--- config.mk ---
export PLATFORM = sky130hd
export DESIGN_NAME = ibm1620_timing_ring
export DESIGN_NICKNAME = d
export VERILOG_FILES = /design/src/rtl/ibm1620_pkg.sv /design/src/rtl/ibm1620_onehot_check.sv /design/src/rtl/ibm1620_timing_ring.sv
export SDC_FILE = /design/constraint.sdc
export NUM_CORES = 1
export LEC_CHECK = 0
export CORE_MARGIN = 2
export CORE_UTILIZATION = 54
export DETAILED_ROUTE_END_ITERATION = 8
export MAX_ROUTING_LAYER = met4
export PLACE_DENSITY_LB_ADDON = 0.12
export REMOVE_ABC_BUFFERS = 1
export SLEW_MARGIN = 20
export SYNTH_ARGS = -nofsm -noshare
export SYNTH_HDL_FRONTEND = slang
export SYNTH_HIERARCHICAL = 1
export SYNTH_SLANG_ARGS = --single-unit
--- constraint.sdc ---
create_clock -name clk -period 2.46 [get_ports clk]
set_input_delay 0.369 -clock clk [delete_from_list [all_inputs] [get_ports clk]]
set_output_delay 0.369 -clock clk [all_outputs]
set_load 0.02 [all_outputs]
--- src/rtl/ibm1620_pkg.sv ---
// ============================================================================
// ibm1620_pkg - shared types and helpers for the 1620 SMS trigger models. Rev 1.0
// ============================================================================
`default_nettype none

package ibm1620_pkg;

    localparam int unsigned C_STAGES_DEF = 10;
    localparam int unsigned C_CNT_W_DEF  = 16;

    typedef enum logic [1:0] {
        ST_IDLE     = 2'd0,
        ST_RUN      = 2'd1,
        ST_STOPPING = 2'd2
    } ring_state_e;

    // Exactly one bit set; callers zero-extend narrower vectors to 32 bits.
    function automatic logic is_onehot32(input logic [31:0] v);
        return (v != 32'd0) && ((v & (v - 32'd1)) == 32'd0);
    endfunction

endpackage

`default_nettype wire

--- src/rtl/ibm1620_onehot_check.sv ---
// ============================================================================
// ibm1620_onehot_check - combinational WIDTH-bit one-hot detector. Rev 1.0
// ============================================================================
`default_nettype none

module ibm1620_onehot_check
    import ibm1620_pkg::*;
#(
    parameter int unsigned WIDTH = C_STAGES_DEF
) (
    input  logic [WIDTH-1:0] vec_i,
    output logic             onehot_o
);

    logic [31:0] w_ext;

    assign w_ext    = 32'(vec_i);
    assign onehot_o = is_onehot32(w_ext);

endmodule

`default_nettype wire

--- src/rtl/ibm1620_timing_ring.sv ---
// ============================================================================
// ibm1620_timing_ring - one-hot machine-cycle ring with cycle-boundary stop.
// Optional macro IBM1620_SINGLE_STEP_EN adds step_mode_i/step_i. Rev 1.0
// ============================================================================
`default_nettype none

module ibm1620_timing_ring
    import ibm1620_pkg::*;
#(
    parameter int unsigned STAGES = C_STAGES_DEF,
    parameter int unsigned CNT_W  = C_CNT_W_DEF
) (
    input  logic              clk,
    input  logic              rst_n,
    input  logic              start_i,
    input  logic              stop_i,
`ifdef IBM1620_SINGLE_STEP_EN
    input  logic              step_mode_i,
    input  logic              step_i,
`endif
    output logic              run_o,
    output logic [STAGES-1:0] phase_o,
    output logic              cycle_end_o,
    output logic [CNT_W-1:0]  cycle_count_o,
    output logic              ring_err_o
);

    localparam logic [STAGES-1:0] C_T0  = {{(STAGES-1){1'b0}}, 1'b1};
    localparam logic [CNT_W-1:0]  C_ONE = {{(CNT_W-1){1'b0}}, 1'b1};

    ring_state_e       state_q, state_d;
    logic [STAGES-1:0] phase_q, phase_d;
    logic [CNT_W-1:0]  count_q, count_d;
    logic              run_q, run_d;
    logic              cycle_end_q, cycle_end_d;
    logic              err_q, err_d;

    logic              w_onehot;
    logic              w_advance;
    logic              w_last;
    logic              w_running;

    ibm1620_onehot_check #(
        .WIDTH (STAGES)
    ) u_onehot (
        .vec_i    (phase_q),
        .onehot_o (w_onehot)
    );

`ifdef IBM1620_SINGLE_STEP_EN
    assign w_advance = !step_mode_i || step_i;
`else
    assign w_advance = 1'b1;
`endif

    assign w_last    = phase_q[STAGES-1];
    assign w_running = (state_q == ST_RUN) || (state_q == ST_STOPPING);

    always_comb begin
        state_d     = state_q;
        phase_d     = phase_q;
        count_d     = count_q;
        run_d       = run_q;
        cycle_end_d = 1'b0;
        err_d       = err_q | (w_running && !w_onehot);

        case (state_q)
            ST_IDLE: begin
                // A simultaneous stop overrides start.
                if (start_i && !stop_i) begin
                    state_d = ST_RUN;
                    phase_d = C_T0;
                    run_d   = 1'b1;
                end
            end
            ST_RUN, ST_STOPPING: begin
                if (w_advance) begin
                    if (w_last) begin
                        cycle_end_d = 1'b1;
                        count_d     = count_q + C_ONE;
                        if ((state_q == ST_STOPPING) || stop_i) begin
                            state_d = ST_IDLE;
                            phase_d = '0;
                            run_d   = 1'b0;
                        end else begin
                            phase_d = C_T0;
                        end
                    end else begin
                        phase_d = {phase_q[STAGES-2:0], phase_q[STAGES-1]};
                        if (stop_i) begin
                            state_d = ST_STOPPING;
                        end
                    end
                end
            end
            default: begin
                state_d = ST_IDLE;
                phase_d = '0;
                run_d   = 1'b0;
            end
        endcase
    end

    always_ff @(posedge clk or negedge rst_n) begin
        if (!rst_n) begin
            state_q     <= ST_IDLE;
            phase_q     <= '0;
            count_q     <= '0;
            run_q       <= 1'b0;
            cycle_end_q <= 1'b0;
            err_q       <= 1'b0;
        end else begin
            state_q     <= state_d;
            phase_q     <= phase_d;
            count_q     <= count_d;
            run_q       <= run_d;
            cycle_end_q <= cycle_end_d;
            err_q       <= err_d;
        end
    end

    assign run_o         = run_q;
    assign phase_o       = phase_q;
    assign cycle_end_o   = cycle_end_q;
    assign cycle_count_o = count_q;
    assign ring_err_o    = err_q;

endmodule

`default_nettype wire

==> results of run 1 <==
-- routing by layer --
metal | global-route usage [%] | vias to the layer above
li1 | - | 541
met1 | 26.80 | 564
met2 | 31.17 | 35
met3 | 5.804 | 7
met4 | 4.983 | 0
met5 | - | -
-- through the flow --
step | utilization [%] | instance area [um^2] | cells | power (W)
3_5_place_dp | 69.29 | 1894 | 190 | 0.001209
2_1_floorplan | - | 1528 | 126 | 0.001041
6_report | 71.35 | 1951 | 197 | 0.001496
4_1_cts | 71.35 | 1951 | 197 | 0.001508
3_3_place_gp | 69.29 | 1894 | 190 | 0.001184
5_1_grt | 71.35 | 1951 | 197 | 0.001588
-- power breakdown --
part / internal, W / total [W] / switching, W
clock network: 0.000132 / 0.000296 / 0.000164
logic: 0.000270 / 0.000572 / 0.000302
registers: 0.000563 / 0.000627 / 0.0000649
total: 0.000965 / 0.00150 / 0.000531
-- registers in the layout (all words and copies together), names as in the netlist --
register,cells
phase_o,10
state_q,2
cycle_count_o,16
run_o,1
ring_err_o,1
cycle_end_o,1
-- synthesized netlist by cell type (3+ instances only) --
| cell type | instances | share of area, % |
|---|---|---|
| a21oi_1 | 3 | 0.97 |
| a22o_1 | 9 | 5.1 |
| dfrtp_1 | 31 | 50 |
| ha_1 | 5 | 4.0 |
| inv_1 | 6 | 1.5 |
| mux2_2 | 3 | 2.2 |
| nand2_1 | 9 | 2.2 |
| nand3_1 | 3 | 0.97 |
| nor3_1 | 3 | 0.97 |
| nor4_1 | 4 | 1.6 |
| o21ai_0 | 3 | 0.97 |
| xnor2_1 | 10 | 5.6 |
| xor2_1 | 6 | 3.4 |
-- layout make-up --
class	instances	area share [%]
Tap cell	31	1.988
Sequential cell	31	39.77
Clock inverter	1	0.2566
Multi-Input combinational cell	89	37.40
Clock buffer	6	2.630
Inverter	6	1.155
Timing Repair Buffer	33	16.81
-- path summary, 6_finish.rpt --
kind                       startpoint           endpoint  slack, ns  cells after the start
min reg2reg                ring_err_o         ring_err_o       0.47                      1
max reg2reg                state_q[1]  cycle_count_o[10]       0.59                      6
min in group clk           ring_err_o         ring_err_o       0.47                      1
max in group asynchronous       rst_n        cycle_end_o       1.74                      2
max                        phase_o[9]         phase_o[9]       0.41                      1
min                             rst_n   cycle_count_o[8]       0.43                      2
-- logic make-up (layout without fill, tap and decap cells) --
family	Yosys count	in the layout	synth area share, %
simple gates	41	41	18.94
flops	31	31	49.96
compound gates	22	22	11.52
xor+xnor	16	16	9.025
buf+inv	10	46	3.062
fa+ha+maj	6	6	4.674
mux	4	4	2.820
==> flow_summary_export.csv, run 1 <==
group,metric,value,unit
sta,hold_violations,0,
worst_setup_path,critical_path_required,2.09,ns
detailed_routing,drc,0,
die,dieArea,0.003321,mm^2
worst_setup_path,slowest_stage,"clkdlybuf4s50_1",
sta,rsz0062_at_grt,"false",
synth,synth-async-reset-ratio,100.0,%
worst_setup_path,path_cells,"clkdlybuf4s50_1",
sta,fin_ws,0.4111,ns
placed_design,pre_cts_slack,0.5962,ns
sta,slew_viol_final,0,
cts,cts_root_buf,"clkbuf_4",
sta,max_freq,488.1,MHz
layout,mostFrequentLayoutCell,"clkdlybuf4s50_1",
synth,yosysSeqAreaShare,49.96,%
synth,synth_edf_count,0,
worst_setup_path,endpoint_kind,"primary output",
placed_design,hpwl,2059,um
detailed_routing,ant_nets,0,
detailed_routing,via_count,1147,
detailed_routing,dr.pass1.iters,4,
cts,cts_setup_buffers,0,
layout,syn2layout_area_growth,25.62,%
detailed_routing,detail_route.iter0.violations,30,
cts,cts_resized,0,
synth,avgSynthCellArea,11.94,um^2
detailed_routing,top_layer,"met4",
worst_setup_path,critPathTopFamily,"buffers and inverters",
detailed_routing,route.met2.wl,1356,um
layout,fill_cells,198,
synth,yosysWarnings,6,
layout,multiInputGateArea,729.5,um^2
sta,period_needed,2.049,ns
layout,n_antenna_cell,0,
global_route,grt_pass1_vias,1099,
cts,clk_latency,0.32,ns
outcome,status,"finished clean",
worst_setup_path,crit_path_max_incr_delay,0.70,ns
sta,fin_worst_skew,0.007425,ns
detailed_routing,post_drt_via_cell_ratio,5.822,
cts,clockBufferDepth,2,
synth,synthCells,130,
die,ios,33,
synth,syn_area,0.001553,mm^2
cts,clock_sinks,31,
detailed_routing,wl_met3,139,um
placed_design,place.gp.congestion,0.7597,
power,power_density,766.8,mW/mm^2
sta,setup_viol,0,
layout,drive_above_1_share,13.25,%
global_route,antenna_found_initial,0,
placed_design,portBuffers,32,
cts,cts.htree.levels,2,
worst_setup_path,cp.arrival,1.68,ns
global_route,grt_util_all_layers,20.27,%
worst_setup_path,crit_fanout,13,
layout,final_cell_mix,"32 x clkdlybuf4s50_1, 31 x dfrtp_1, 10 x xnor2_1, 9 x nand2_1, 9 x a22o_1",
hold_path,min_path_type,"in -> async",
sta,whs,0.4332,ns
die,die_y,57.63,um
global_route,grt_pass1_wl,5002,um
detailed_routing,drt_wl_total,2863,um
cts,cts_tree,"built",
sta,max_slew_margin,66.89,%
run,maxCapViolCount,0,
global_route,grt_max_degree,32,
detailed_routing,wl_per_cell,14.53,um
sta,tns,0,ns
cts,cts_hold_buf,0,
power,irDropWorstVdd,0.8508,mV
worst_setup_path,timing.critical_path.buf_inv,1,
die,start_util,56.80,%
die,core,0.002734,mm^2
power,leakagePower,0.8846,nW
die,rows,19,
cts,cts_buffers,5,
layout,regArea,775.7,um^2
cts,clkTransAtPathRegs,0.10,ns
layout,layout.nets,175,
detailed_routing,met1Wirelength,1333,um
worst_setup_path,crit_type,"reg -> out",
sta,worst_slew_pin_slew,0.4966,ns
synth,ys.flop_type,"dfrtp_1",
synth,synth_cell_type_count,39,
worst_setup_path,start_kind,"register",
die,die_x,57.63,um
synth,ys_ff_latch,31,
global_route,overflow,0,
sta,fin_crit_sh,83.29,%
Power figures use the tool's default switching activity.
==> run 2: changes to the inputs <==
CORE_UTILIZATION = 45   (was 54)
clock period = 1.7 ns   (was 2.46 ns; I/O delays follow)
==> flow_summary_export.csv, run 2 (synthesis results as in run 1) <==
group,metric,value,unit
outcome,status,"finished clean",
layout,syn2layout_area_growth,39.89,%
global_route,grt_util_all_layers,18.09,%
cts,clk_latency,0.32,ns
die,ios,33,
cts,clockBufferDepth,2,
worst_setup_path,r2r-start,"phase_o[6]",
worst_setup_path,crit_fanout,4,
cts,clkTransAtPathRegs,0.09,ns
sta,worst_slew_pin_slew,0.4033,ns
placed_design,place.gp.congestion,0.7582,
layout,fill_cells,277,
sta,fin_worst_skew,0.009558,ns
worst_setup_path,cp-startpoint,"cycle_count_o[7]",
worst_setup_path,regToRegEndpoint,"ring_err_o",
global_route,overflow,0,
worst_setup_path,crit_type,"reg -> out",
sta,hold_violations,0,
detailed_routing,post_drt_via_cell_ratio,5.221,
detailed_routing,via_count,1180,
layout,drive_above_1_share,23.89,%
worst_setup_path,reg2reg_depth,7,
cts,cts_hold_buf,0,
die,rows,21,
cts,cts_tree,"built",
layout,final_area,0.002172,mm^2
global_route,use_met1,23.41,%
detailed_routing,dr.pass1.iters,4,
worst_setup_path,cp.arrival,1.39,ns
layout,layout.nets,188,
global_route,use_met2,28.49,%
die,start_util,46.53,%
sta,setup_viol,0,
worst_setup_path,cp.depth,1,
detailed_routing,ant_nets,0,
power,p_switching,0.0008601,W
worst_setup_path,endpoint,"cycle_count_o[7]",
cts,clock_sinks,31,
sta,period_needed,1.649,ns
sta,slew_viol_final,0,
worst_setup_path,critical_path_required,1.44,ns
worst_setup_path,worst-r2r-setup-slack,0.08,ns
sta,whs,0.3174,ns
global_route,grt_max_degree,32,
layout,regArea,777.0,um^2
sta,tns,0,ns
placed_design,hpwl,2291,um
power,power_density,1190,mW/mm^2
worst_setup_path,crit_path_max_incr_delay,0.64,ns
detailed_routing,drt_wl_total,3174,um
die,dieArea,0.003936,mm^2
hold_path,min_path_type,"in -> async",
detailed_routing,wl_per_cell,14.04,um
sta,max_slew_margin,73.12,%
die,core,0.003337,mm^2
worst_setup_path,path_cells,"clkdlybuf4s50_1",
run,maxCapViolCount,0,
power,netSwitchingFraction,33.28,%
layout,multiInputGateArea,782.0,um^2
global_route,grt.busiest_layer,"met2",
cts,cts_buffers,5,
power,irDropWorstVdd,0.9084,mV
worst_setup_path,endpoint_kind,"primary output",
layout,postLayoutCoreUtil,65.09,%
global_route,use_met3,3.423,%
power,seq_power_share,34.0,%
power,power_frac_comb,42.7,%
global_route,antenna_found_initial,0,
placed_design,portBuffers,32,
sta,fin_crit_sh,97.01,%
worst_setup_path,start_kind,"register",
worst_setup_path,critPathTopFamily,"buffers and inverters",
detailed_routing,detail_route.iter0.violations,37,
cts,cts.htree.levels,2,
global_route,grt_pass1_vias,1160,
sta,max_freq,606.3,MHz
layout,largest_register_ffs,16,
cts,cts_root_buf,"clkbuf_4",
layout,mostFrequentLayoutCell,"dfrtp_1",
power,total_power,0.002584,W
layout,final_cell_mix,"30 x dfrtp_1, 16 x clkdlybuf4s50_1, 14 x buf_4, 11 x dlymetal6s2s_1, 10 x xnor2_1",
detailed_routing,drc,0,
layout,n_antenna_cell,0,
worst_setup_path,timing.critical_path.buf_inv,1,
sta,rsz0062_at_grt,"false",
placed_design,dpl_cell_area,0.002003,mm^2
die,die_x,62.74,um
power,clkPwrFrac,23.3,%
power,p_int,0.001724,W
power,leakagePower,1.201,nW
die,die_y,62.74,um
worst_setup_path,slowest_stage,"clkdlybuf4s50_1",
global_route,grt_pass1_wl,5423,um
==> run 2: changes by cell type in the layout (fill, tap and decap cells not counted), sizes merged <==
cell,change
buf,+13
bufinv,+1
clkdlybuf4s50,-16
dlygate4sd2,+5
dlymetal6s2s,+11
==> run 2: what timing repair did <==
action | 4_1_cts | 5_1_grt
buffers inserted | 0 | 1
resized for setup | 8 | 18
endpoints found under the setup margin | 9 | 24
pin swaps | 0 | 1
==> run 2: how the worst min path moves through the flow <==
| stage | cells after the start | end | from |
|---|---|---|---|
| after detailed placement | 1 | ring_err_o | ring_err_o |
| after floorplan | 0 | cycle_count_o[0] | rst_n |
| after global routing | 2 | state_q[1] | rst_n |
| after global placement | 1 | ring_err_o | ring_err_o |
| after CTS | 2 | cycle_count_o[9] | rst_n |
| final | 2 | phase_o[4] | rst_n |
==> run 2: final cells by class <==
type                       instances  area share [%]
sequential                        31           35.77
inverter                           6           1.037
clock inverter                     2           1.613
tap                               46           2.650
timing repair buffer              46           20.56
clock buffer                       6           2.362
multi-input combinational         89           36.00
==> run 2: per-stage QoR <==
step	instances	setup WS, ns
global placement	217	0.03723
global route	226	0.005793
detailed placement	217	-0.02689
floorplan	126	0.07946
CTS	225	0.000009437
finish	226	0.05075
==> run 2: power groups by stage <==
stage | clock [W] | sequential, W | combinational, W
5_1_grt | 0.000660 | 0.000890 | 0.00120
3_3_place_gp | 0 | 0.000886 | 0.000994
2_1_floorplan | 0 | 0.000962 | 0.000545
3_5_place_dp | 0 | 0.000888 | 0.00101
6_report | 0.000601 | 0.000880 | 0.00110
4_1_cts | 0.000619 | 0.000875 | 0.00104
==> run 2: per-layer routing <==
metal / vias up / part of all wire, %
met5: - / 0
met4: 0 / 1.3
met3: 5 / 3.5
met2: 26 / 48
met1: 586 / 47
li1: 563 / -
==> run 3: changes to the inputs <==
SKIP_LAST_GASP = 1   (was default)
==> flow_summary_export.csv, run 3 (synthesis results as in run 1) <==
group,metric,value,unit
worst_setup_path,slowest_stage,"clkdlybuf4s50_1",
placed_design,hpwl,2291,um
layout,layout.nets,188,
sta,max_slew_margin,73.19,%
cts,cts.htree.levels,2,
sta,fin_worst_skew,0.009469,ns
detailed_routing,via_count,1179,
layout,drive_above_1_share,23.89,%
cts,clk_latency,0.32,ns
cts,cts_root_buf,"clkbuf_4",
worst_setup_path,regToRegEndpoint,"ring_err_o",
layout,largest_register_ffs,16,
run,maxCapViolCount,0,
die,dieArea,0.003936,mm^2
die,die_y,62.74,um
cts,clockBufferDepth,2,
worst_setup_path,reg2reg_depth,7,
sta,tns,0,ns
outcome,status,"finished clean",
die,core,0.003337,mm^2
worst_setup_path,cp.arrival,1.39,ns
detailed_routing,wl_per_cell,14.04,um
worst_setup_path,worst-r2r-setup-slack,0.08,ns
sta,period_needed,1.649,ns
sta,setup_viol,0,
cts,cts_buffers,5,
global_route,antenna_found_initial,0,
sta,max_freq,606.3,MHz
worst_setup_path,crit_fanout,4,
sta,fin_crit_sh,97.02,%
detailed_routing,dr.pass1.iters,4,
layout,mostFrequentLayoutCell,"dfrtp_1",
power,power_density,1190,mW/mm^2
layout,final_area,0.002163,mm^2
cts,clkTransAtPathRegs,0.09,ns
global_route,grt_util_all_layers,18.09,%
layout,n_antenna_cell,0,
worst_setup_path,crit_path_max_incr_delay,0.64,ns
detailed_routing,drc,0,
die,rows,21,
die,die_x,62.74,um
layout,final_cell_mix,"30 x dfrtp_1, 16 x clkdlybuf4s50_1, 14 x buf_4, 11 x dlymetal6s2s_1, 10 x xnor2_1",
power,leakagePower,1.190,nW
global_route,grt_max_degree,32,
worst_setup_path,cp.depth,1,
placed_design,portBuffers,32,
worst_setup_path,critPathTopFamily,"buffers and inverters",
cts,clock_sinks,31,
worst_setup_path,r2r-start,"phase_o[6]",
detailed_routing,drt_wl_total,3173,um
layout,syn2layout_area_growth,39.32,%
worst_setup_path,timing.critical_path.buf_inv,1,
die,start_util,46.53,%
die,ios,33,
placed_design,dpl_cell_area,0.002003,mm^2
worst_setup_path,cp-startpoint,"cycle_count_o[7]",
worst_setup_path,crit_type,"reg -> out",
detailed_routing,detail_route.iter0.violations,30,
sta,slew_viol_final,0,
worst_setup_path,start_kind,"register",
power,irDropWorstVdd,0.8741,mV
detailed_routing,post_drt_via_cell_ratio,5.217,
worst_setup_path,critical_path_required,1.44,ns
global_route,grt_pass1_wl,5423,um
placed_design,place.gp.congestion,0.7582,
global_route,grt_pass1_vias,1160,
worst_setup_path,path_cells,"clkdlybuf4s50_1",
global_route,overflow,0,
sta,worst_slew_pin_slew,0.4022,ns
cts,cts_tree,"built",
worst_setup_path,endpoint,"cycle_count_o[7]",
worst_setup_path,endpoint_kind,"primary output",
sta,rsz0062_at_grt,"true",
hold_path,min_path_type,"in -> async",
sta,hold_violations,0,
detailed_routing,ant_nets,0,
run 3: cell types whose count changed in the layout (fill, tap and decap cells not counted):
cell,previous run,this run
nand4_4,2,1
nand4_2,0,1
run 3: worst min path at each step:
stage / start / to / slack, ns / cells past startpoint
global placement: ring_err_o / ring_err_o / 0.44 / 1
floorplan: rst_n / cycle_count_o[0] / -0.04 / 0
global route: rst_n / state_q[1] / 0.34 / 2
detailed placement: ring_err_o / ring_err_o / 0.46 / 1
finish: rst_n / phase_o[4] / 0.32 / 2
CTS: rst_n / cycle_count_o[9] / 0.32 / 2
run 3: timing repair:
action,CTS,global route
resized for setup,7,18
buffers inserted,0,1
hold buffers,0,0
pin swaps,0,1
setup endpoints to repair,9,24
run 3: area by class of cell:
| type | instances | area (um^2) |
|---|---|---|
| inverters | 6 | 22.52 |
| flip-flops and latches | 31 | 777.0 |
| well taps | 46 | 57.56 |
| multi-input cells | 89 | 773.2 |
| fillers | 277 | 1174 |
| repair buffers | 46 | 446.7 |
| clock buffers | 6 | 51.30 |
| clock inverters | 2 | 35.03 |
run 3: report_power, final:
part / switching (W) / internal [W] / leakage (nW)
Combinational: 0.000533 / 0.000560 / 0.723
Clock: 0.000253 / 0.000348 / 0.0482
Sequential: 0.0000649 / 0.000814 / 0.419
Total: 0.000851 / 0.00172 / 1.19
run 3: layer usage:
layer / track usage [%] / share of wire, % / wire length, um
met1: 23.41 / 47 / 1501
met2: 28.49 / 48 / 1518
met3: 3.423 / 3.5 / 112
met4: 6.667 / 1.3 / 40
met5: - / 0 / 0
run 3: worst register-to-register path, delay by kind of cell, from the launching register on:
kind | cells | cell delay (ns)
flops | 1 | 0.40
simple gates | 1 | 0.28
compound gates | 4 | 0.63
buf+inv | 2 | 0.21
run 3: stage by stage:
stage / utilization, % / std cells / total power, W / setup WS [ns] / hold WS, ns
after global placement: 60.03 / 217 / 0.001880 / 0.03723 / 0.4441
after floorplan: - / 126 / 0.001507 / 0.07946 / -0.04059
final: 64.83 / 226 / 0.002573 / 0.05074 / 0.3166
after global routing: 64.83 / 226 / 0.002736 / -0.02337 / 0.3449
after detailed placement: 60.03 / 217 / 0.001903 / -0.02689 / 0.4599
after CTS: 62.69 / 225 / 0.002534 / -0.01621 / 0.3194
